`config.mk`:
```
export PLATFORM = sky130hd
export DESIGN_NAME = sync_fifo
export DESIGN_NICKNAME = d
export VERILOG_FILES = /design/src/rtl/sync_fifo_pkg.sv /design/src/rtl/sync_fifo_mem.sv /design/src/rtl/sync_fifo.sv
export SDC_FILE = /design/constraint.sdc
export NUM_CORES = 1
export LEC_CHECK = 0
export CORE_UTILIZATION = 64
export DETAILED_ROUTE_END_ITERATION = 10
export HOLD_SLACK_MARGIN = 0.03
export PLACE_DENSITY_LB_ADDON = 0.15
export SETUP_SLACK_MARGIN = 0.4
export SKIP_CTS_REPAIR_TIMING = 1
export SLEW_MARGIN = 20
export SYNTH_ARGS = -nofsm -noshare
export SYNTH_HDL_FRONTEND = slang
export SYNTH_SLANG_ARGS = --single-unit
```
`constraint.sdc`:
```
create_clock -name clock -period 4.64 [get_ports clock]
set_input_delay 0.928 -clock clock [delete_from_list [all_inputs] [get_ports clock]]
set_output_delay 0.928 -clock clock [all_outputs]
set_load 0.01 [all_outputs]
```
`src/rtl/sync_fifo_pkg.sv`:
```
// Shared constants, types and sizing helpers for the synchronous byte FIFO.
package sync_fifo_pkg;

  localparam int FIFO_DATA_WIDTH = 8;
  localparam int FIFO_DEPTH      = 16;

  typedef logic [7:0] fifo_byte_t;

  // Occupancy must represent 0..depth inclusive, hence depth+1 states.
  function automatic int cnt_width(input int depth);
    return $clog2(depth + 1);
  endfunction

endpackage

```
`src/rtl/sync_fifo_mem.sv`:
```
// Simple dual-port storage array: synchronous write, registered read-first read.
module sync_fifo_mem
  import sync_fifo_pkg::*;
#(
  parameter int DATA_WIDTH = FIFO_DATA_WIDTH,
  parameter int DEPTH      = FIFO_DEPTH,
  parameter int AW         = $clog2(FIFO_DEPTH)
) (
  input  logic                  clock,
  input  logic                  reset_n,
  input  logic                  we,
  input  logic [AW-1:0]         waddr,
  input  logic [DATA_WIDTH-1:0] wdata,
  input  logic                  re,
  input  logic [AW-1:0]         raddr,
  output logic [DATA_WIDTH-1:0] rdata
);

  logic [DATA_WIDTH-1:0] mem_array [DEPTH];
  logic [DATA_WIDTH-1:0] rdata_reg;

  always_ff @(posedge clock) begin
    if (we) begin
      mem_array[waddr] <= wdata;
    end
  end

  // Output register only is cleared; a same-address write returns the old word.
  always_ff @(posedge clock) begin
    if (!reset_n) begin
      rdata_reg <= '0;
    end else if (re) begin
      rdata_reg <= mem_array[raddr];
    end
  end

  assign rdata = rdata_reg;

endmodule

```
`src/rtl/sync_fifo.sv`:
```
// Synchronous FIFO: pointer/occupancy bookkeeping, accept logic and registered
// status flags around a registered-read storage array.
module sync_fifo
  import sync_fifo_pkg::*;
#(
  parameter int DATA_WIDTH = FIFO_DATA_WIDTH,
  parameter int DEPTH      = FIFO_DEPTH,
  parameter int AF_LEVEL   = 14,
  parameter int AE_LEVEL   = 2
) (
  input  logic                         clock,
  input  logic                         reset_n,
  input  logic                         wr_en,
  input  logic [DATA_WIDTH-1:0]        wr_data,
  input  logic                         rd_en,
  output logic [DATA_WIDTH-1:0]        rd_data,
  output logic                         rd_valid,
  output logic                         full,
  output logic                         empty,
  output logic                         almost_full,
  output logic                         almost_empty,
  output logic [cnt_width(DEPTH)-1:0]  count,
  output logic                         overflow,
  output logic                         underflow
);

  localparam int AW = (DEPTH > 1) ? $clog2(DEPTH) : 1;
  localparam int CW = cnt_width(DEPTH);

  logic [AW-1:0] wr_ptr_reg, wr_ptr_next;
  logic [AW-1:0] rd_ptr_reg, rd_ptr_next;
  logic [CW-1:0] count_reg, count_next;
  logic          full_reg, empty_reg, almost_full_reg, almost_empty_reg;
  logic          rd_valid_reg, overflow_reg, underflow_reg;
  logic          rd_acc, wr_acc;

  // A full FIFO still takes a write when a read frees a slot in the same cycle.
  always_comb begin
    rd_acc      = rd_en & ~empty_reg;
    wr_acc      = wr_en & (~full_reg | rd_acc);
    wr_ptr_next = wr_acc ? wr_ptr_reg + AW'(1) : wr_ptr_reg;
    rd_ptr_next = rd_acc ? rd_ptr_reg + AW'(1) : rd_ptr_reg;
    count_next  = count_reg;
    case ({wr_acc, rd_acc})
      2'b10:   count_next = count_reg + CW'(1);
      2'b01:   count_next = count_reg - CW'(1);
      default: count_next = count_reg;
    endcase
  end

  // Flags come from count_next so they line up with count in the same cycle.
  always_ff @(posedge clock) begin
    if (!reset_n) begin
      wr_ptr_reg       <= '0;
      rd_ptr_reg       <= '0;
      count_reg        <= '0;
      full_reg         <= 1'b0;
      empty_reg        <= 1'b1;
      almost_full_reg  <= 1'b0;
      almost_empty_reg <= 1'b1;
      rd_valid_reg     <= 1'b0;
      overflow_reg     <= 1'b0;
      underflow_reg    <= 1'b0;
    end else begin
      wr_ptr_reg       <= wr_ptr_next;
      rd_ptr_reg       <= rd_ptr_next;
      count_reg        <= count_next;
      full_reg         <= (count_next == CW'(DEPTH));
      empty_reg        <= (count_next == '0);
      almost_full_reg  <= (count_next >= CW'(AF_LEVEL));
      almost_empty_reg <= (count_next <= CW'(AE_LEVEL));
      rd_valid_reg     <= rd_acc;
      overflow_reg     <= wr_en & ~wr_acc;
      underflow_reg    <= rd_en & ~rd_acc;
    end
  end

  sync_fifo_mem #(
    .DATA_WIDTH (DATA_WIDTH),
    .DEPTH      (DEPTH),
    .AW         (AW)
  ) u_mem (
    .clock   (clock),
    .reset_n (reset_n),
    .we      (wr_acc & reset_n),
    .waddr   (wr_ptr_reg),
    .wdata   (wr_data),
    .re      (rd_acc & reset_n),
    .raddr   (rd_ptr_reg),
    .rdata   (rd_data)
  );

  assign rd_valid     = rd_valid_reg;
  assign full         = full_reg;
  assign empty        = empty_reg;
  assign almost_full  = almost_full_reg;
  assign almost_empty = almost_empty_reg;
  assign count        = count_reg;
  assign overflow     = overflow_reg;
  assign underflow    = underflow_reg;

`ifndef SYNTHESIS
  always_ff @(posedge clock) begin
    if (reset_n) begin
      assert (count_reg <= CW'(DEPTH));
      assert (!(full_reg && empty_reg));
      assert (AE_LEVEL < AF_LEVEL && AF_LEVEL <= DEPTH);
    end
  end
`endif

endmodule
```
### Word-level counts from Yosys, hierarchy flattened

Memory sizes are Yosys's and may differ from the RTL's. A register that Yosys moved wholly into a read port is not among the register bits.
Index checks and enable logic that the tools add are counted.

* bits of input ports: 12
* bits in writable memories: 128
* bits in read-only memories: 0
* output and inout port bits: 20
* bits in latches: 0
* register bits after elaboration: 20
* word-level logic and storage cells: 36
* memories kept: 1

Memory list
* u_mem.mem_array: words 16, width 8, rd ports 1, clocked after Yosys merged registers in 1, write ports 1, line sync_fifo_mem.sv:19 `logic [DATA_WIDTH-1:0] mem_array [DEPTH];`

* multipliers: 0
* $add $sub $neg: 4
* mux-type cells: 3
* bitwise logic cells: 11
* shift-type cells: 0
* reductions and logical operators: 2
* $lt $le $gt $ge: 2
* div/mod/pow operators: 0
* equality and inequality tests: 3

Operators with widths (count)
* 5-bit one-hot mux with 2 select lines: 1
* 4-bit by 1-bit adder with 4-bit output, second input constant: 2
* 1-bit bitwise AND: 6
* 5-bit by 1-bit adder with 5-bit output, second input constant: 1
* 5-bit equality test, second input constant: 1
* 5-bit by 4-bit greater-or-equal comparator with 1-bit output, second input constant: 1
* 5-bit by 2-bit less-or-equal comparator with 1-bit output, second input constant: 1
* 5-bit logical NOT: 1
* 5-bit by 1-bit subtractor with 5-bit output, second input constant: 1
* 1-bit NOT: 4
* 2-bit by 1-bit equality test with 1-bit output, second input constant: 1
* 2-bit equality test, second input constant: 1
* 1-bit 2-to-1 mux: 2
* 1-bit logical NOT: 1
* 1-bit OR: 1

### Longest topological paths before layout

Gate-level depths: netlist of run 1.

* word-level depth: 7
* mapped depth: 12
* depth with buffers taken out: 11

### Modules after synthesis

Synthesis of run 1 repeated with hierarchy kept, for this count alone.

* cell total of the unflattened synthesis: 419
* area total of the unflattened synthesis: 6297.3 um2

Modules (own cells, without submodules)
* sync_fifo_mem: instances 1, seq. area each 4003.8 um2, cells an instance 318, area each 5351.4 um2
* sync_fifo: instances 1, seq. area each 400.4 um2, cells an instance 101, area each 945.9 um2

### Worst setup path after synthesis of run 1

Ideal clock, no wire load.

* kind: input port to flip-flop
* from: in rd_en
* to: reg full_reg (netlist: full)
* data required time: 4.548 ns
* path slack: 1.420 ns
* stages: 12
* library setup time: 0.092 ns
* arrival time: 3.128 ns
* cell sequence: nand2b_1 clkbuf_1 inv_1 ha_1 buf_2 xor2_1 ha_1 a21o_1 and2_1 o211ai_1 xnor2_1 nor4bb_1

* cells in the longest elaborated chain, start to end: 6
* elaborated cells between the ends (all ways): 7
* classes of those cells: 3 x eq/ne; 1 x mux; 3 x bitwise

Ends and longest elaborated chain
* start, declared: line sync_fifo.sv:15 `input logic rd_en,`
* 1-bit bitwise AND (*): line sync_fifo.sv:39 `rd_acc = rd_en & ~empty_reg;`
* named net rd_acc: line sync_fifo.sv:35 `logic rd_acc, wr_acc;`
* 1-bit OR: line sync_fifo.sv:40 `wr_acc = wr_en & (~full_reg | rd_acc);`
* 1-bit bitwise AND: line sync_fifo.sv:40
* 2-bit by 1-bit equality test with 1-bit output or 2-bit equality test (tied branches): line sync_fifo.sv:44 `case ({wr_acc, rd_acc})`
* 5-bit one-hot mux with 2 select lines (*): line sync_fifo.sv:44
* 5-bit equality test (*): line sync_fifo.sv:68 `full_reg <= (count_next == CW'(DEPTH));`
* end signal, assigned: line sync_fifo.sv:68
* end, declared: line sync_fifo.sv:33 `logic full_reg, empty_reg, almost_full_reg, almost_empty_reg;`

The timed path passes the listed nets; every way through them passes the cells marked *.
A chain may end at the register's enable or synchronous reset.

### Final worst setup path of run 1

* from: in rd_en
* to: reg full_reg (netlist: full)

* cells in the longest elaborated chain, start to end: 6
* elaborated cells between the ends (all ways): 7
* classes of those cells: 3 x eq/ne; 1 x mux; 3 x bitwise

Ends and longest elaborated chain (line)
* 1-bit bitwise AND (*): sync_fifo.sv:39
* 1-bit OR: sync_fifo.sv:40
* 1-bit bitwise AND: sync_fifo.sv:40
* 2-bit by 1-bit equality test with 1-bit output or 2-bit equality test (tied branches): sync_fifo.sv:44
* 5-bit one-hot mux with 2 select lines (*): sync_fifo.sv:44
* 5-bit equality test (*): sync_fifo.sv:68

Every way passes the cells marked *; elsewhere a longest branch is shown, timed or not.

==> out/results.ini, run 1 <==
[grt]
grt_overflow=0
antenna_found_initial=0
use_met1_pct=38.1
gr-usage-all-layers_pct=27.5
grt_pass1_wl_mm=19.1
grt_util_met2_pct=42.8
met3_usage_pct=7.31
grt.busiest_layer=met2
grt_pass1_vias=3378
grt_max_degree=31

[layout]
nets=418
drive_gt1_share_pct=18.2
final_area_mm2=0.00714
area_delta_synth_final_pct=16.1
fin_util_pct=76.9
largest_reg_flops=128
fin_cells=540
n_antenna_cell=0

[route]
drt_pass1_iterations=5
wl_per_cell_um=23.2
vias=3420
via_per_inst=6.33
drc=0
ant_nets=0
drtIter0Drc=313
wirelength_mm=12.5

[timing]
setup_viol=0
slew_headroom_pct=30.7
tns_ns=0
period_needed_ns=3.66
rsz0062_at_grt=no
max_freq_mhz=273
finalMaxSlewViolations=0
fin_skew_ns=0.00681
fin_crit_sh_pct=78.9
final-hold-violation-count=0
tightestPinTransition_ns=1.04

[min_path]
min_path_cells=2
hold_path_end=u_mem.rdata[6]$_SDFFE_PN0P_
worstHoldStart=u_mem.rdata[6]$_SDFFE_PN0P_
holdCritPathClass=reg2reg

[synth]
synth_cell_type_count=41
ys_seq_area_share_pct=71.6
synth_nets=381
synth_seq_cells=156
synth-simple-area-share_pct=5.90
synth_xor_area_share_pct=1.28
muxShareOfSynthArea_pct=11.9
syn-cell-area_mm2=0.00615
synth_compound_area_share_pct=5.78
syn_inst=361
syn_avg_cell_area_um2=17.0
yosys_warnings=0
synth_fa_ha_area_share_pct=1.63
synth_top_family_by_area=multiplexers

[critical_path]
reg2reg_depth=11
worst_ep_required_time_ns=5.04
endpoint_kind=register
critPathLaunchType=input pin
reg2reg_slack_ns=1.37
path_class=in2reg
r2r-end=full$_SDFF_PN0_
critPathSlowestCell=clkdlybuf4s50_1
rr_startpoint=empty$_SDFF_PN1_
cp_cell_sequence=clkdlybuf4s50_1 > nand2b_1 > nand2_1 > nand2_1 > ha_1 > xor2_1 > ha_1 > a21o_1 > and2_1 > o211ai_1 > xnor2_1 > nor4bb_1
path_max_fanout=12
arrival_ns=4.06
cpPeakStageDelay_ns=0.47

[power_and_ir_drop]
power_leakage_nw=2.32
seqPwrFrac_pct=48.6
p_sw_mw=0.834
comb_power_share_pct=12.6
power_mw=3.39
switching_share_pct=24.6
p_int_mw=2.55
power-per-cell-area_mw_per_mm2=474
vdd_drop_max_mv=0.317
pwr-share-clk_pct=38.9

[die]
chipHeight_um=100
fp.dieArea_mm2=0.0100
core_area_mm2=0.00928
initial_core_util_pct=66.3
ios=32
die_x_um=100
rows=35

[clocking]
clock_sinks=156
path_clk_slew_ns=0.06
htree_levels=4
cts.path.max_buffers=2
numCtsBuffers=17
cts_root_buffer=clkbuf_8
clkLatencyLatePin_ns=0.53
cts_tree=built

[placement]
dp.cells=508
placed_area_mm2=0.00658
port_buffers=31
dp_hpwl_mm=7.69
routabilityCongestion=0.816

[outcome]
status=finished clean

[job]
maxCapViolCount=0

-- per-layer routing --
metal	part of all wire [%]	vias to the layer above	routed length, um
met4	2.6	0	329
met5	0	-	0
met3	6.5	35	816
met2	50	170	6210
li1	-	1486	-
met1	41	1729	5160
-- worst max-delay path, delay by kind of cell --
| kind | cells | cell delay [ns] |
|---|---|---|
| buffers and inverters | 1 | 0.47 |
| AND/OR/NAND/NOR | 5 | 1.25 |
| XOR/XNOR | 2 | 0.45 |
| adder cells (fa/ha/maj) | 2 | 0.58 |
| AO/OA/AOI/OAI | 2 | 0.37 |
-- synthesized netlist by cell type, drive strengths merged --
cell     count  share of area [%]
a211oi       2               0.24
a21bo        1               0.16
a21o         1               0.12
a21oi       22                1.9
a22oi       17                2.1
a32o         1               0.16
and2         6               0.63
and3         1               0.10
buf         15                1.2
clkbuf       5               0.33
clkinv       1              0.061
dfxtp       28                9.1
edfxtp     128                 62
ha           8                1.6
inv          5               0.31
mux2i        1               0.16
mux4        32                 12
nand2       15               0.92
nand2b       4               0.41
nand3        4               0.33
nand3b       1               0.12
nand4        1               0.10
nor2        33                2.0
nor2b        3               0.31
nor3         5               0.49
nor4bb       1               0.16
o211ai       2               0.24
o21ai        3               0.24
o2bb2ai      1               0.24
o41ai        3               0.43
or3          1               0.10
or4b         1               0.22
xnor2        4               0.57
xor2         5               0.71
-- worst max-delay path by stage --
stage,to,slack (ns),startpoint,depth (start not counted)
detailed placement,almost_empty$_SDFF_PN1_,0.66,rd_en,12
CTS,full$_SDFF_PN0_,1.04,rd_en,12
global route,full$_SDFF_PN0_,0.65,rd_en,12
floorplan,full$_SDFF_PN0_,1.42,rd_en,12
finish,full$_SDFF_PN0_,0.98,rd_en,12
global placement,full$_SDFF_PN0_,0.81,rd_en,12
-- layout make-up --
cell class	count	area, um2
flip-flops and latches	156	4410
fillers	512	2140
multi-input cells	179	1630
clock buffers	17	414
repair buffers	38	363
well taps	129	161
clock inverters	15	146
inverters	6	22.5
-- kinds of logic after synthesis --
group / Yosys count
AOI/OAI and AO/OA: 53
xor gates and xnor gates: 9
adders and majority gates: 8
buffers and inverters: 26
DFF: 156
muxes: 33
and+or+nand+nor: 76
-- power groups by stage --
stage | clock (mW) | sequential, mW | combinational (mW)
finish | 1.32 | 1.65 | 0.426
global route | 1.38 | 1.66 | 0.460
CTS | 1.32 | 1.65 | 0.425
detailed placement | 0 | 1.67 | 0.422
global placement | 0 | 1.67 | 0.411
floorplan | 0 | 1.63 | 0.308
-- metrics by stage --
| stage | hold WS (ns) | worst slack [ns] |
|---|---|---|
| global placement | 0.468 | 0.810 |
| detailed placement | 0.484 | 0.656 |
| finish | 0.497 | 0.980 |
| floorplan | 0.482 | 1.42 |
| global route | 0.521 | 0.648 |
| CTS | 0.499 | 1.04 |
-- cell usage in the layout, fill, tap and decap left out, types with 2 or more instances in the layout --
cell             count
clkdlybuf4s50_1     31
nand2_1             15
a22oi_1             17
xor2_1               5
clkbuf_16           16
edfxtp_1           128
a211oi_1             2
mux4_2              32
nand2b_1             4
nor2_1              33
dfxtp_1             27
inv_1                5
nand3_1              4
clkinv_4             3
o41ai_1              3
ha_1                 8
and2_1               5
inv_6                3
clkinv_2             3
nor2b_1              3
buf_4                7
o211ai_1             2
a21oi_1             21
o21ai_0              3
bufinv_16            2
xnor2_1              4
clkinv_1             4
nor3_1               4
No activity file was read; power rests on OpenSTA's default activity.
==> inputs of run 2 (changes only) <==
Settings changed: CORE_UTILIZATION 64 to 59.
Clock period 4.64 ns to 3.4 ns, I/O delays scaled along.
==> run 2 against run 1 <==
Register-to-register slack lost 0.53 ns; global-route usage shrank 3.9 points; setup slack lost 0.35 ns; critical endpoint unchanged.
==> out/results.ini, run 2 (synthesis results as in run 1) <==
[timing]
fin_crit_sh_pct=81.3
slew_headroom_pct=50.3  ; was 30.7%
period_needed_ns=2.77
fin_ws_ns=0.635  ; was 0.980 ns
rsz0062_at_grt=no  ; unchanged
finalMaxSlewViolations=0  ; unchanged
hold_slack_ns=0.485  ; was 0.497 ns
tns_ns=0  ; unchanged
tightestPinTransition_ns=0.744  ; was 1.04 ns
max_freq_mhz=362
fin_skew_ns=0.0100  ; was 0.00681 ns
final-hold-violation-count=0  ; unchanged
setup_viol=0  ; unchanged

[critical_path]
endpoint=full$_SDFF_PN0_  ; unchanged
path_max_fanout=5  ; was 12
rr_startpoint=empty$_SDFF_PN1_  ; unchanged
reg2reg_depth=11  ; unchanged
worst_ep_required_time_ns=3.82  ; was 5.04 ns
reg2reg_slack_ns=0.84  ; was 1.37 ns
arrival_ns=3.19  ; was 4.06 ns
r2r-end=full$_SDFF_PN0_  ; unchanged
critPathLaunch=rd_en  ; unchanged
critPathLaunchType=input pin  ; unchanged
endpoint_kind=register  ; unchanged
path_class=in2reg  ; unchanged

[die]
core_area_mm2=0.00995  ; was 0.00928 mm2
fp.dieArea_mm2=0.0108  ; was 0.0100 mm2
die_x_um=104  ; was 100 um
chipHeight_um=104  ; was 100 um
ios=32  ; unchanged
rows=36  ; was 35
initial_core_util_pct=61.8  ; was 66.3%

[clocking]
cts_tree=built  ; unchanged
path_clk_slew_ns=0.06  ; about the same
numCtsBuffers=17  ; unchanged
cts.path.max_buffers=2  ; unchanged
htree_levels=4  ; unchanged
clock_sinks=156  ; unchanged
clkLatencyLatePin_ns=0.52  ; was 0.53 ns
cts_root_buffer=clkbuf_8  ; unchanged

[route]
ant_nets=0  ; unchanged
via_per_inst=5.93  ; was 6.33
drtIter0Drc=220  ; was 313
vias=3330  ; was 3,420
wl_per_cell_um=21.0  ; was 23.2 um
wirelength_mm=11.8  ; was 12.5 mm
drt_pass1_iterations=4  ; was 5
drc=0  ; unchanged

[layout]
final_area_mm2=0.00727  ; was 0.00714 mm2
nets=436  ; was 418
n_antenna_cell=0  ; unchanged
fin_cells=562  ; was 540
largest_reg_flops=128  ; unchanged
final_common_cell=edfxtp_1  ; unchanged
final_cell_mix=128 x edfxtp_1, 33 x nor2_1, 32 x mux4_2, 31 x clkdlybuf4s50_1, 27 x dfxtp_1  ; unchanged
fin_util_pct=73.1  ; was 76.9%
area_delta_synth_final_pct=18.2  ; was 16.1%
drive_gt1_share_pct=21.9  ; was 18.2%

[placement]
dp_hpwl_mm=7.71  ; was 7.69 mm
port_buffers=31  ; unchanged
dpl_worst_slack_ns=0.0756  ; was 0.656 ns
routabilityCongestion=0.802  ; was 0.816
placed_area_mm2=0.00672  ; was 0.00658 mm2
dp.cells=530  ; was 508

[grt]
gr-usage-all-layers_pct=23.6  ; was 27.5%
grt_max_degree=36  ; was 31
grt_overflow=0  ; unchanged
antenna_found_initial=1  ; was 0
grt_pass1_vias=3285  ; was 3,378
grt_pass1_wl_mm=18.2  ; was 19.1 mm

[outcome]
status=finished clean  ; unchanged

[min_path]
min_path_cells=2  ; unchanged
holdCritPathClass=reg2reg  ; unchanged

[job]
maxCapViolCount=0  ; unchanged

[power_and_ir_drop]
vdd_drop_max_mv=0.452  ; was 0.317 mV
power-per-cell-area_mw_per_mm2=627  ; was 474 mW/mm2
power_mw=4.56  ; was 3.39 mW
power_leakage_nw=2.41  ; was 2.32 nW

run 2: cell count changes in the layout (fill, tap and decap cells not counted), sizes merged:
cell	change
clkinv	-4
inv	-2
buf	+18
bufinv	-1
clkinvlp	+2
clkbuf	+5
run 2: power breakdown:
part,internal [mW],switching [mW]
sequential,2.13,0.0690
combinational,0.326,0.312
clock,1.03,0.698
total,3.48,1.08
run 2: layer usage:
| metal | GRT usage [%] | share of wire, % | vias up |
|---|---|---|---|
| met3 | 5.45 | 7.3 | 19 |
| met1 | 30.9 | 40 | 1670 |
| li1 | - | - | 1518 |
| met5 | 0 | 0.11 | - |
| met4 | 12.2 | 2.0 | 2 |
| met2 | 37.4 | 51 | 121 |
run 2: how the worst min path moves through the flow:
stage	startpoint	to	slack, ns
after floorplan	wr_ptr_reg[1]$_SDFFE_PN0P_	wr_ptr_reg[1]$_SDFFE_PN0P_	0.48
after global placement	u_mem.rdata[7]$_SDFFE_PN0P_	u_mem.rdata[7]$_SDFFE_PN0P_	0.47
after detailed placement	u_mem.rdata[4]$_SDFFE_PN0P_	u_mem.rdata[4]$_SDFFE_PN0P_	0.48
after CTS	u_mem.rdata[7]$_SDFFE_PN0P_	u_mem.rdata[7]$_SDFFE_PN0P_	0.49
after global routing	u_mem.rdata[1]$_SDFFE_PN0P_	u_mem.rdata[1]$_SDFFE_PN0P_	0.51
final	u_mem.rdata[6]$_SDFFE_PN0P_	u_mem.rdata[6]$_SDFFE_PN0P_	0.49
run 2: layout make-up:
type | count | area [um2]
clock buffer | 22 | 463
clock inverter | 10 | 90.1
fill | 582 | 2680
inverter | 6 | 22.5
multi-input combinational | 179 | 1630
sequential | 156 | 4410
tap | 133 | 166
timing repair buffer | 56 | 498
run 2: critical path, cell delays in order:
cell	delay, ns
clkdlybuf4s50_1	0.47
nand2b_1	0.09
nand2_1	0.15
nand2_1	0.09
ha_1	0.21
xor2_1	0.17
ha_1	0.22
a21o_1	0.17
and2_1	0.18
o211ai_1	0.20
xnor2_1	0.23
nor4bb_1	0.33
